--- config.mk ---
export PLATFORM = sky130hd
export DESIGN_NAME = seg_scan_n
export DESIGN_NICKNAME = d
export VERILOG_FILES = /design/src/rtl/seg_pkg.sv /design/src/rtl/seg_hex_decode.sv /design/src/rtl/seg_scan_n.sv
export SDC_FILE = /design/constraint.sdc
export NUM_CORES = 1
export LEC_CHECK = 0
export CELL_PAD_IN_SITES_DETAIL_PLACEMENT = 1
export CELL_PAD_IN_SITES_GLOBAL_PLACEMENT = 2
export CORE_AREA = 2 2 112 114
export CTS_CLUSTER_DIAMETER = 50
export CTS_CLUSTER_SIZE = 10
export DETAILED_ROUTE_END_ITERATION = 7
export DIE_AREA = 0 0 114 116
export GPL_TIMING_DRIVEN = 0
export PLACE_DENSITY_LB_ADDON = 0.1
export SLEW_MARGIN = 10
export SYNTH_ARGS = -nofsm -noshare
export SYNTH_HDL_FRONTEND = slang
export SYNTH_HIERARCHICAL = 1
export SYNTH_SLANG_ARGS = --single-unit
--- constraint.sdc ---
create_clock -name clk -period 8.5 [get_ports clk]
set_clock_uncertainty 0.1 [all_clocks]
set_input_delay 1.7 -clock clk [delete_from_list [all_inputs] [get_ports clk]]
set_output_delay 1.7 -clock clk [all_outputs]
set_load 0.02 [all_outputs]
--- src/rtl/seg_pkg.sv ---
// Shared constants for the multiplexed 7-segment driver: hex glyph table,
// dark-segment pattern and an anode-mask helper.
package seg_pkg;

  localparam logic [6:0] SEG_OFF = 7'h7F;

  // Active-low glyphs, bit order {g,f,e,d,c,b,a}
  localparam logic [6:0] HEX_SEG [16] = '{
    7'h40, 7'h79, 7'h24, 7'h30, 7'h19, 7'h12, 7'h02, 7'h78,
    7'h00, 7'h10, 7'h08, 7'h03, 7'h46, 7'h21, 7'h06, 7'h0E
  };

  // All-ones anode mask of the given width (up to 8 digits), i.e. every digit off
  function automatic logic [7:0] an_off(input int unsigned width);
    logic [8:0] ones;
    ones = (9'd1 << width) - 9'd1;
    return ones[7:0];
  endfunction

endpackage

--- src/rtl/seg_hex_decode.sv ---
// Combinational hex nibble to active-low 7-segment glyph lookup.
module seg_hex_decode
  import seg_pkg::*;
(
  input  logic [3:0] value,
  output logic [6:0] segs_c
);

  always_comb begin
    segs_c = HEX_SEG[value];
  end

endmodule

--- src/rtl/seg_scan_n.sv ---
// Time-multiplexed N-digit common-anode 7-segment driver with frame snapshot,
// leading-zero suppression, blink and 8-level brightness.
module seg_scan_n
  import seg_pkg::*;
#(
  parameter int unsigned NUM_DIGITS   = 4,
  parameter int unsigned SCAN_TICKS   = 100000,
  parameter int unsigned BLINK_FRAMES = 125
) (
  input  logic                      clk,
  input  logic                      rst,
  input  logic [4*NUM_DIGITS-1:0]   digits,
  input  logic [NUM_DIGITS-1:0]     dp_in,
  input  logic [NUM_DIGITS-1:0]     blank,
  input  logic [NUM_DIGITS-1:0]     blink,
  input  logic                      lz_en,
  input  logic [2:0]                bright,
  output logic [NUM_DIGITS-1:0]     an,
  output logic [6:0]                seg,
  output logic                      dp,
  output logic                      frame_start
);

  localparam int unsigned TW      = (SCAN_TICKS > 1) ? $clog2(SCAN_TICKS) : 1;
  localparam int unsigned IW      = $clog2(NUM_DIGITS);
  localparam int unsigned FW      = (BLINK_FRAMES > 1) ? $clog2(BLINK_FRAMES) : 1;
  localparam int unsigned SUB_LEN = SCAN_TICKS / 8;

  localparam logic [TW-1:0] TICK_LAST  = TW'(SCAN_TICKS - 1);
  localparam logic [IW-1:0] IDX_LAST   = IW'(NUM_DIGITS - 1);
  localparam logic [FW-1:0] FRAME_LAST = FW'(BLINK_FRAMES - 1);

  localparam logic [7:0]            AN_ALL  = an_off(NUM_DIGITS);
  localparam logic [NUM_DIGITS-1:0] AN_DARK = AN_ALL[NUM_DIGITS-1:0];

  logic [TW-1:0]           tick;
  logic [IW-1:0]           idx;
  logic [FW-1:0]           frame_cnt;
  logic                    blink_phase;
  logic                    load_pending;

  logic [4*NUM_DIGITS-1:0] snap_digits;
  logic [NUM_DIGITS-1:0]   snap_dp;
  logic [NUM_DIGITS-1:0]   snap_blank;
  logic [NUM_DIGITS-1:0]   snap_blink;
  logic                    snap_lz;
  logic [2:0]              snap_bright;

  logic                    frame_end_c;
  logic                    load_c;
  logic [2:0]              sub_c;
  logic [3:0]              digit_c;
  logic [6:0]              glyph_c;
  logic [NUM_DIGITS-1:0]   supp_c;
  logic                    lit_c;

  assign frame_end_c = (idx == IDX_LAST) && (tick == TICK_LAST);
  assign load_c      = load_pending | frame_end_c;
  assign sub_c       = 3'(32'(tick) / SUB_LEN);
  assign digit_c     = snap_digits[32'(idx)*4 +: 4];

  // The post-reset load cycle holds the counters so the first slot starts at tick 0
  always_ff @(posedge clk or posedge rst) begin
    if (rst) begin
      tick         <= '0;
      idx          <= '0;
      frame_cnt    <= '0;
      blink_phase  <= 1'b0;
      load_pending <= 1'b1;
    end else if (load_pending) begin
      load_pending <= 1'b0;
    end else begin
      if (tick == TICK_LAST) begin
        tick <= '0;
        idx  <= (idx == IDX_LAST) ? '0 : idx + IW'(1);
      end else begin
        tick <= tick + TW'(1);
      end
      if (frame_end_c) begin
        if (frame_cnt == FRAME_LAST) begin
          frame_cnt   <= '0;
          blink_phase <= ~blink_phase;
        end else begin
          frame_cnt <= frame_cnt + FW'(1);
        end
      end
    end
  end

  always_ff @(posedge clk or posedge rst) begin
    if (rst) begin
      snap_digits <= '0;
      snap_dp     <= '0;
      snap_blank  <= '0;
      snap_blink  <= '0;
      snap_lz     <= 1'b0;
      snap_bright <= '0;
    end else if (load_c) begin
      snap_digits <= digits;
      snap_dp     <= dp_in;
      snap_blank  <= blank;
      snap_blink  <= blink;
      snap_lz     <= lz_en;
      snap_bright <= bright;
    end
  end

  // Suppression runs from the top digit down until a nonzero digit or a set dp
  always_comb begin
    logic active;
    supp_c = '0;
    active = snap_lz;
    for (int i = NUM_DIGITS - 1; i >= 1; i--) begin
      if (active && (snap_digits[4*i +: 4] == 4'd0) && !snap_dp[i]) begin
        supp_c[i] = 1'b1;
      end else begin
        active = 1'b0;
      end
    end
  end

  assign lit_c = !load_pending && !snap_blank[idx] && !supp_c[idx] &&
                 !(snap_blink[idx] && blink_phase) && (sub_c <= snap_bright);

  seg_hex_decode u_dec (
    .value  (digit_c),
    .segs_c (glyph_c)
  );

  always_ff @(posedge clk or posedge rst) begin
    if (rst) begin
      an          <= AN_DARK;
      seg         <= SEG_OFF;
      dp          <= 1'b1;
      frame_start <= 1'b0;
    end else begin
      an          <= lit_c ? ~(NUM_DIGITS'(1) << idx) : AN_DARK;
      seg         <= lit_c ? glyph_c : SEG_OFF;
      dp          <= lit_c ? ~snap_dp[idx] : 1'b1;
      frame_start <= load_c;
    end
  end

endmodule

=== Word-level counts from Yosys, hierarchy flattened ===
Memory sizes are Yosys's and may differ from the RTL's.
Index checks and enable logic that the tools add are counted.

* Add/sub/neg operators: 3
* $lt $le $gt $ge: 3
* Reductions and logical operators: 25
* Muxes and demuxes: 21
* Bitwise operators: 6
* Div/mod/pow operators: 1
* Equality and inequality tests: 3
* Shift-type cells: 2

{| class="wikitable"
|+ Operators with widths
! operator !! number
|-
| 17-bit by 14-bit divider with 32-bit output (second input constant) || 1
|-
| 7-bit two-way mux || 4
|-
| 17-bit by 1-bit adder with 17-bit output (second input constant) || 1
|-
| 17-bit equality test (second input constant) || 1
|-
| 17-bit two-way mux || 1
|-
| 16-bit by 5-bit variable part select with 4-bit output || 1
|-
| 1-bit logical AND || 12
|-
| 4-bit logical NOT || 3
|-
| 1-bit two-way mux || 10
|-
| 1-bit binary-select mux with 2-bit select || 4
|-
| 7-bit by 1-bit adder with 7-bit output (second input constant) || 1
|-
| 7-bit equality test (second input constant) || 1
|-
| 1-bit logical NOT || 7
|-
| 5-bit >= comparator (second input constant) || 1
|-
| 4-bit inverter with 5-bit output || 1
|-
| 4-bit two-way mux || 1
|-
| 4-bit inverter || 1
|-
| 2-bit AND reduction || 2
|-
| 1-bit by 2-bit left shift with 4-bit output (first input constant) || 1
|-
| 3-bit <= comparator || 1
|-
| 2-bit by 3-bit less-than comparator with 1-bit output (second input constant) || 1
|-
| 1-bit inverter || 3
|-
| 3-bit AND reduction || 1
|-
| 2-bit by 1-bit adder with 2-bit output (second input constant) || 1
|-
| other kinds (3) || 3
|}

* ROM bits: 112
* Output and inout port bits: 13
* Register bits after elaboration: 73
* Input port bits: 34
* Memories kept: 1

{| class="wikitable"
|+ Memories
! memory !! depth !! bits a word !! read ports !! clocked after memory_dff !! write ports !! line !! RTL
|-
| (no name shown) || 16 || 7 || 1 || 0 || 0 || seg_hex_decode.sv:10 || <nowiki>segs_c = HEX_SEG[value];</nowiki>
|}

=== Depth between registers and ports, before layout ===
Gate-level depths: netlist (run 1).

* Word-level depth: 17
* Gate-level depth with buffers: 24
* Gate-level depth less buffers: 20

=== Modules after synthesis ===
The synthesis (run 1) kept the hierarchy.

{| class="wikitable"
|+ By module, submodules not included
! module !! times used !! cells an instance !! area an instance (um2)
|-
| seg_scan_n || 1 || 447 || 4,425.5
|-
| seg_hex_decode || 1 || 35 || 270.3
|}

=== Worst setup path after synthesis (run 1) ===
OpenSTA, ideal clock, no wires.

* Kind: reg2reg
* From: register tick[11]
* To: register seg[1]
* Stages on the path, launching flop included: 23
* Setup time: 0.088 ns
* Path slack: 3.285 ns
* Required time: 8.312 ns
* Period minus slack after synthesis: 5.215 ns
* Data arrival time: 5.027 ns
* Path buffers: 3
* Cell sequence: dfrtp_1 > buf_6 > nor4_4 > o21a_4 > nor3_2 > or4_4 > buf_6 > a21oi_1 > xnor2_1 > or4b_4 > a21o_1 > nand3b_1 > a221o_1 > a221oi_2 > ha_1 > inv_1 > a21o_1 > a21oi_1 > a31oi_1 > a2111oi_0 > o41a_1 > clkbuf_1 > nand2b_1

* Word-level cells in the longest chain between the ends: 4

{| class="wikitable"
|+ Ends and longest elaborated chain
! what !! line !! RTL
|-
| start: declaration || seg_scan_n.sv:36 || <nowiki>logic [TW-1:0] tick;</nowiki>
|-
| start signal: assignment || seg_scan_n.sv:77 || <nowiki>tick <= tick + TW'(1);</nowiki>
|-
| 17-bit by 14-bit divider with 32-bit output || seg_scan_n.sv:59 || <nowiki>assign sub_c = 3'(32'(tick) / SUB_LEN);</nowiki>
|-
| 3-bit <= comparator || seg_scan_n.sv:123 || <nowiki>!(snap_blink[idx] && blink_phase) && (sub_c <= snap_bright);</nowiki>
|-
| 1-bit logical AND || seg_scan_n.sv:123 ||
|-
| 7-bit two-way mux || seg_scan_n.sv:138 || <nowiki>seg <= lit_c ? glyph_c : SEG_OFF;</nowiki>
|-
| end signal: assignment || seg_scan_n.sv:138 ||
|-
| end: declaration || seg_scan_n.sv:19 || <nowiki>output logic [6:0] seg,</nowiki>
|}

No other way between the ends.
A chain may end at the register's enable or synchronous reset.

=== Final worst setup path (run 1) ===
* From: register tick[5]
* To: register dp

* Word-level cells in the longest chain between the ends: 4

{| class="wikitable"
|+ Ends and longest elaborated chain
! what !! line !! RTL
|-
| 17-bit by 14-bit divider with 32-bit output || seg_scan_n.sv:59 ||
|-
| 3-bit <= comparator || seg_scan_n.sv:123 ||
|-
| 1-bit logical AND || seg_scan_n.sv:123 ||
|-
| 1-bit two-way mux || seg_scan_n.sv:139 || <nowiki>dp <= lit_c ? ~snap_dp[idx] : 1'b1;</nowiki>
|-
| end signal: assignment || seg_scan_n.sv:139 ||
|-
| end: declaration || seg_scan_n.sv:20 || <nowiki>output logic dp,</nowiki>
|}

No other way between the ends.

==> results of run 1 <==
[placed cells by master (no fill, tap or decap), types with 6 or more instances in the layout]
master	instances
nand2b_1	11
nor4_1	7
dfstp_2	13
nand3_1	12
clkbuf_1	17
clkbuf_16	9
o31ai_1	6
ha_1	18
a21oi_1	22
and3_1	10
mux2i_1	11
mux4_2	6
clkdlybuf4s50_1	46
dfrtp_1	60
inv_1	21
xnor2_1	15
buf_2	6
nor3_1	10
nor2_1	33
mux2_2	32
nand2_1	40
a31oi_1	9
o21ai_0	26
[worst max-delay path by stage]
stage	end	slack (ns)	cells after the start
CTS	dp	1.95	21
detailed placement	dp	2.05	22
global placement	an[3]	2.14	22
floorplan	seg[1]	3.29	22
finish	dp	1.99	21
global route	dp	1.47	21
[worst max-delay path, cell delays in order (launching register included)]
cell       delay, ns
dfrtp_1         0.44
clkbuf_1        0.41
o21ai_0         0.28
a2111oi_0       0.58
a21oi_1         0.21
nor3_1          0.25
a21oi_1         0.14
xnor2_1         0.32
or4b_4          0.55
a21o_1          0.22
nand3b_1        0.16
a221o_1         0.35
a221oi_2        0.30
ha_1            0.20
inv_1           0.04
a21o_1          0.14
a21oi_1         0.14
a31oi_1         0.11
a2111oi_0       0.59
o41a_1          0.32
clkbuf_1        0.44
nand2_1         0.14
[kinds of logic after synthesis]
kind of cell               count (synthesis)  share of synthesized area, %
and+or+nand+nor                          158                          17.7
AOI/OAI and AO/OA                        114                          16.8
DFF                                       73                          39.2
muxes                                     49                          12.9
buffers and inverters                     49                          4.72
xor gates and xnor gates                  20                          3.73
adders and majority gates                 18                          4.80
other                                      1                        0.0799
[power by group through the flow]
stage / combinational (uW) / clock [uW] / sequential [uW]
2_1_floorplan: 175 / 0 / 412
3_3_place_gp: 245 / 0 / 412
3_5_place_dp: 256 / 0 / 415
4_1_cts: 257 / 392 / 409
5_1_grt: 286 / 404 / 414
6_report: 256 / 381 / 409
[per-stage QoR]
step                      cell area (um^2)  utilization (%)
final                                 5670             47.6
after global routing                  5670             47.6
after CTS                             5670             47.6
after detailed placement              5370             45.1
after global placement                5340             44.8
after floorplan                       4700                -
[area by class of cell]
type	count	area share [%]
flip-flops and latches	73	32.5
inverters	23	1.57
multi-input cells	360	46.4
plain buffers	26	2.38
well taps	147	3.25
repair buffers	47	8.61
clock buffers	10	4.04
clock inverters	6	1.21
[per-layer routing]
| metal | vias to the layer above | global-route usage [%] | wire (um) | share of wire, % |
|---|---|---|---|---|
| li1 | 1859 | - | - | - |
| met4 | 0 | 6.42 | 157 | 1.3 |
| met5 | - | 0 | 0 | 0 |
| met1 | 1933 | 27.1 | 5910 | 47 |
| met3 | 12 | 2.82 | 295 | 2.4 |
| met2 | 39 | 34.6 | 6090 | 49 |
[sequential cells by signal (all words and copies together), names as in the netlist]
signal,count
tick,17
snap_digits,16
frame_cnt,7
seg,7
an,4
snap_blank,4
snap_blink,4
snap_dp,4
snap_bright,3
idx,2
blink_phase,1
dp,1
frame_start,1
load_pending,1
snap_lz,1
==> metrics.txt, run 1 <==
status=finished clean; Max IR drop VDD=0.101 mV; Critical R2R Capture=dp; Pint=719 uW; sequential cell area fraction in the yosys report=39.2%; routability cong.=0.790; worst setup path startpoint=tick[5]; layout cells sized above 1=18.2%; Synth area leader=dfrtp_1; RR Startpoint=tick[5]; Clk Latency, worst-skew pair=0.34 ns; Mean Syn Cell Area=9.74 um^2; drt drc=0; Reg area=1840 um^2; ranking of synthesized cells by area=dfrtp_1 32%, mux2_2 7.7%, dfstp_2 7.3%; Main synth FF type=dfrtp_1; synthesized net count=534; # port buffers=46; H-tree depth=3; top-area cell type share of the netlist area=32.0%; die height=116 um; pwr dens=184 nW/um^2; Comb pwr share=24.5%; first-pass GRT wire length=21100 um; CP Launch Type=flip-flop; unrepaired setup endpoints after global routing=no; DR iter-0 viols=209; gate count of the mapped netlist=482; Longest Clk Path Bufs=2; CTS Root Buffer Type=clkbuf_16; number of buffers inserted by hold repair at cts=0; CTS tree=built; yosys warns=6; Setup crit end kind=flip-flop; total gr overflow=0; Post-synth EDFFs=0; Core Footprint=11900 um^2; Final period util=76.6%; number of CTS-inserted buffers=9; vias per cell=5.55; CP Data Required Time=8.65 ns; die area=13200 um^2; Mapped Area=4700 um^2; Max Clk Rate=154 MHz; Overall Global Routing Usage=20.4%; worst setup margin=1.99 ns; # Post-CTS Setup Buffers=0; Die X-Extent=114 um; row cnt=40; Yosys reg bits=73; drt wl/cell=18.0 um; critical path class=reg2reg; non-filler cells, final=692; pre-CTS setup slack=2.05 ns; dpl hpwl=9470 um; setup TNS=0 ns; r2r setup slk=1.99 ns; max-cap viol count=0; count leader, synth=dfrtp_1; Reg clk slew, reported paths=0.06 ns; clock sinks=73; vias in the first global route=4124; Total Power=1050 uW; Worst Tran Pin Value=0.762 ns; hold_ws=0.389 ns; Clk network pwr share=36.4%; Starting Density=39.4%; Reg2Reg Depth=21; io pins=47; Antenna diodes=0; slew margin rel.=48.7%; crit-path max FO=10; worst hold path type=reg2reg; Hold Path Cell Cnt=1; Sw Ratio=31.2%; ys async rst share=100%; Commonest cells post-synth=60 x dfrtp_1, 40 x nand2_1, 33 x nor2_1, 32 x mux2_2, 26 x o21ai_0; DRT Pass-1 Iters=4; crit path DAT=6.65 ns; Hold EP=frame_cnt[6]; sequential share of power=39.1%; post-layout min period=6.51 ns; setup violators final=0; Filler cells=1335; largest net degree at the start of global routing=61; # resized after CTS=0; final-report hold violation count=0; Max Slew Vio Count=0; remaining antenna violation count=0; P_leak=0.00232 uW; fin nets=592; placed cells=676; min-delay src=frame_cnt[6]; Psw=326 uW; footprint of the multi-input gates=2630 um^2; Area growth, synth to finish=20.7%; initial antenna violation count=0; library cells used by synthesis=73; final WL=12500 um; routed via count=3843
Power figures use the tool's default switching activity.
==> inputs of run 2 (changes only) <==
CORE_AREA = 2 2 123 125   (was 2 2 112 114)
DIE_AREA = 0 0 125 127   (was 0 0 114 116)
clock period = 5.63 ns   (was 8.5 ns; I/O delays follow)
==> run 2 against run 1 <==
Compared with the run above: worst setup slack worse by 1.9 ns; register-to-register slack worse by 1.9 ns; utilization decreased by 5.8 points; final cell count up 8.1%; clock-buffer cell count did not move; global-route usage fell by 3.5 points; cell area rose by 6.4%; sequential share of layout area down 1.9 points; first-iteration DRC count fell by 30%; critical path type unchanged.
==> metrics.txt, run 2 (synthesis results as in run 1) <==
status=finished clean (unchanged); CP Data Required Time=5.80 ns (was 8.65 ns); Filler cells=1622 (was 1335); r2r setup slk=0.09 ns (was 1.99 ns); Setup crit end kind=flip-flop (unchanged); vias per cell=5.22 (was 5.55); clock sinks=73 (unchanged); Clk Latency, worst-skew pair=0.35 ns (was 0.34 ns); Worst Tran Pin Value=0.693 ns (was 0.762 ns); RR Startpoint=tick[8] (was tick[5]); max-cap viol count=0 (unchanged); worst hold path type=reg2reg (unchanged); Longest Clk Path Bufs=2 (unchanged); Core Footprint=14400 um^2 (was 11900 um^2); biggest registers after layout=tick (17), snap_digits (16) (unchanged); max reg flops=17 (unchanged); die height=127 um (was 116 um); P_leak=0.00244 uW (was 0.00232 uW); Die X-Extent=125 um (was 114 um); min-delay src=frame_cnt[6] (unchanged); number of CTS-inserted buffers=9 (unchanged); H-tree depth=3 (unchanged); crit-path max FO=7 (was 10); crit path DAT=5.71 ns (was 6.65 ns); final-report hold violation count=0 (unchanged); drt drc=0 (unchanged); Reg clk slew, reported paths=0.06 ns (about the same); routability cong.=0.781 (was 0.790); die area=15900 um^2 (was 13200 um^2); CTS tree=built (unchanged); io pins=47 (unchanged); post-layout min period=5.54 ns (was 6.51 ns); most frequent cells in the layout=58 x dfrtp_1, 46 x clkdlybuf4s50_1, 38 x nand2_1 (was 60 x dfrtp_1, 46 x clkdlybuf4s50_1, 40 x nand2_1); Reg2Reg Depth=21 (unchanged); fin nets=611 (was 592); first-pass GRT wire length=21500 um (was 21100 um); Total Power=1570 uW (was 1050 uW); pwr dens=260 nW/um^2 (was 184 nW/um^2); Max Clk Rate=180 MHz (was 154 MHz); Critical R2R Capture=seg[5] (was dp); unrepaired setup endpoints after global routing=yes (was no); initial antenna violation count=0 (unchanged); Starting Density=32.6% (was 39.4%); total gr overflow=0 (unchanged); CTS Root Buffer Type=clkbuf_16 (unchanged); row cnt=44 (was 40); Final period util=98.5% (was 76.6%); # port buffers=46 (unchanged); setup violators final=0 (unchanged); remaining antenna violation count=0 (unchanged); vias in the first global route=4028 (was 4124); slew margin rel.=53.8% (was 48.7%); DR iter-0 viols=146 (was 209); Largest Register=tick (unchanged); final WL=13100 um (was 12500 um); layout cells sized above 1=25.4% (was 18.2%); Antenna diodes=0 (unchanged); CP Launch Type=flip-flop (unchanged); Max IR drop VDD=0.195 mV (was 0.101 mV); routed via count=3907 (was 3843); DRT Pass-1 Iters=4 (unchanged); most common cell after layout, fill and taps aside=dfrtp_1 (unchanged); critical path class=reg2reg (unchanged); Hold EP=frame_cnt[6] (unchanged); Max Slew Vio Count=0 (unchanged); setup TNS=0 ns (unchanged); largest net degree at the start of global routing=48 (was 61); Hold Path Cell Cnt=1 (unchanged); dpl hpwl=9590 um (was 9470 um); drt wl/cell=17.6 um (was 18.0 um); Overall Global Routing Usage=16.8% (was 20.4%); Area growth, synth to finish=28.5% (was 20.7%)
-- run 2: area by class of cell --
class | count | area [um^2] | share of cell area [%]
clock inverters | 6 | 43.8 | 0.726
well taps | 184 | 230 | 3.82
plain buffers | 23 | 140 | 2.32
flip-flops and latches | 73 | 1850 | 30.6
multi-input cells | 360 | 2790 | 46.2
repair buffers | 69 | 671 | 11.1
clock buffers | 10 | 229 | 3.80
inverters | 23 | 88.8 | 1.47
-- run 2: power breakdown --
part	switching (uW)	internal, uW	leakage [uW]
logic	239	173	0.00144
clock network	239	299	0.000121
registers	38.9	579	0.000881
total	517	1050	0.00244
-- run 2: how the worst max path moves through the flow --
stage	from	end	slack [ns]	cells after the start
after floorplan	tick[11]	seg[1]	0.42	22
after global placement	tick[14]	an[3]	-0.79	22
after detailed placement	tick[13]	an[3]	-0.85	22
after CTS	tick[8]	an[3]	0.008	22
after global routing	tick[6]	seg[5]	-0.15	21
final	tick[8]	seg[5]	0.09	21
-- run 2: repair_timing --
item,4_1_cts,5_1_grt
cloned,0,1
endpoints found under the setup margin,12,12
buffers inserted,7,14
hold buffers,0,0
pin swaps,4,18
resized for setup,14,32
-- run 2: per-layer routing --
metal	track usage, %	share of wire (%)
met1	22.1	47
met2	28.1	49
met3	3.56	2.6
met4	5.16	1.1
met5	0	0
-- run 2: through the flow --
| stage | util (%) | setup slack, ns | cell area [um^2] | std cells | hold WS, ns |
|---|---|---|---|---|---|
| floorplan | - | 0.415 | 4700 | 482 | 0.343 |
| global placement | 37.3 | -0.785 | 5390 | 712 | 0.370 |
| detailed placement | 37.6 | -0.846 | 5420 | 713 | 0.390 |
| CTS | 40.2 | 0.00816 | 5790 | 736 | 0.396 |
| global route | 41.8 | -0.147 | 6030 | 748 | 0.420 |
| finish | 41.8 | 0.0868 | 6030 | 748 | 0.397 |
-- run 2: critical path, cell delays in order, from the launching register on --
cell	delay, ns
dfrtp_1	0.37
buf_6	0.13
o211ai_1	0.46
o21a_4	0.26
nor3_4	0.07
or4_4	0.59
a21oi_4	0.21
xnor2_2	0.16
or4b_4	0.53
a21o_1	0.19
nand3b_1	0.17
a221o_1	0.33
a221oi_2	0.31
ha_2	0.21
inv_1	0.04
a21o_1	0.16
a21oi_2	0.17
a31oi_4	0.08
a2111oi_4	0.33
o41a_1	0.35
clkbuf_16	0.20
nand2b_1	0.06
==> inputs of run 3 (changes only) <==
CORE_AREA = 2 2 112 114   (was 2 2 123 125)
DIE_AREA = 0 0 114 116   (was 0 0 125 127)
clock period = 7.1 ns   (was 5.63 ns; I/O delays follow)
==> results of run 3 <==
The final DEF is identical to that of run 1. Status: finished clean.
Among the figures that moved: setup slack after placement 2.05 ns -> 0.650 ns; setup slack after layout 1.99 ns -> 0.593 ns; register-to-register setup slack 1.99 ns -> 0.59 ns; total power 1050 uW -> 1250 uW; worst IR drop on VDD 0.101 mV -> 0.121 mV
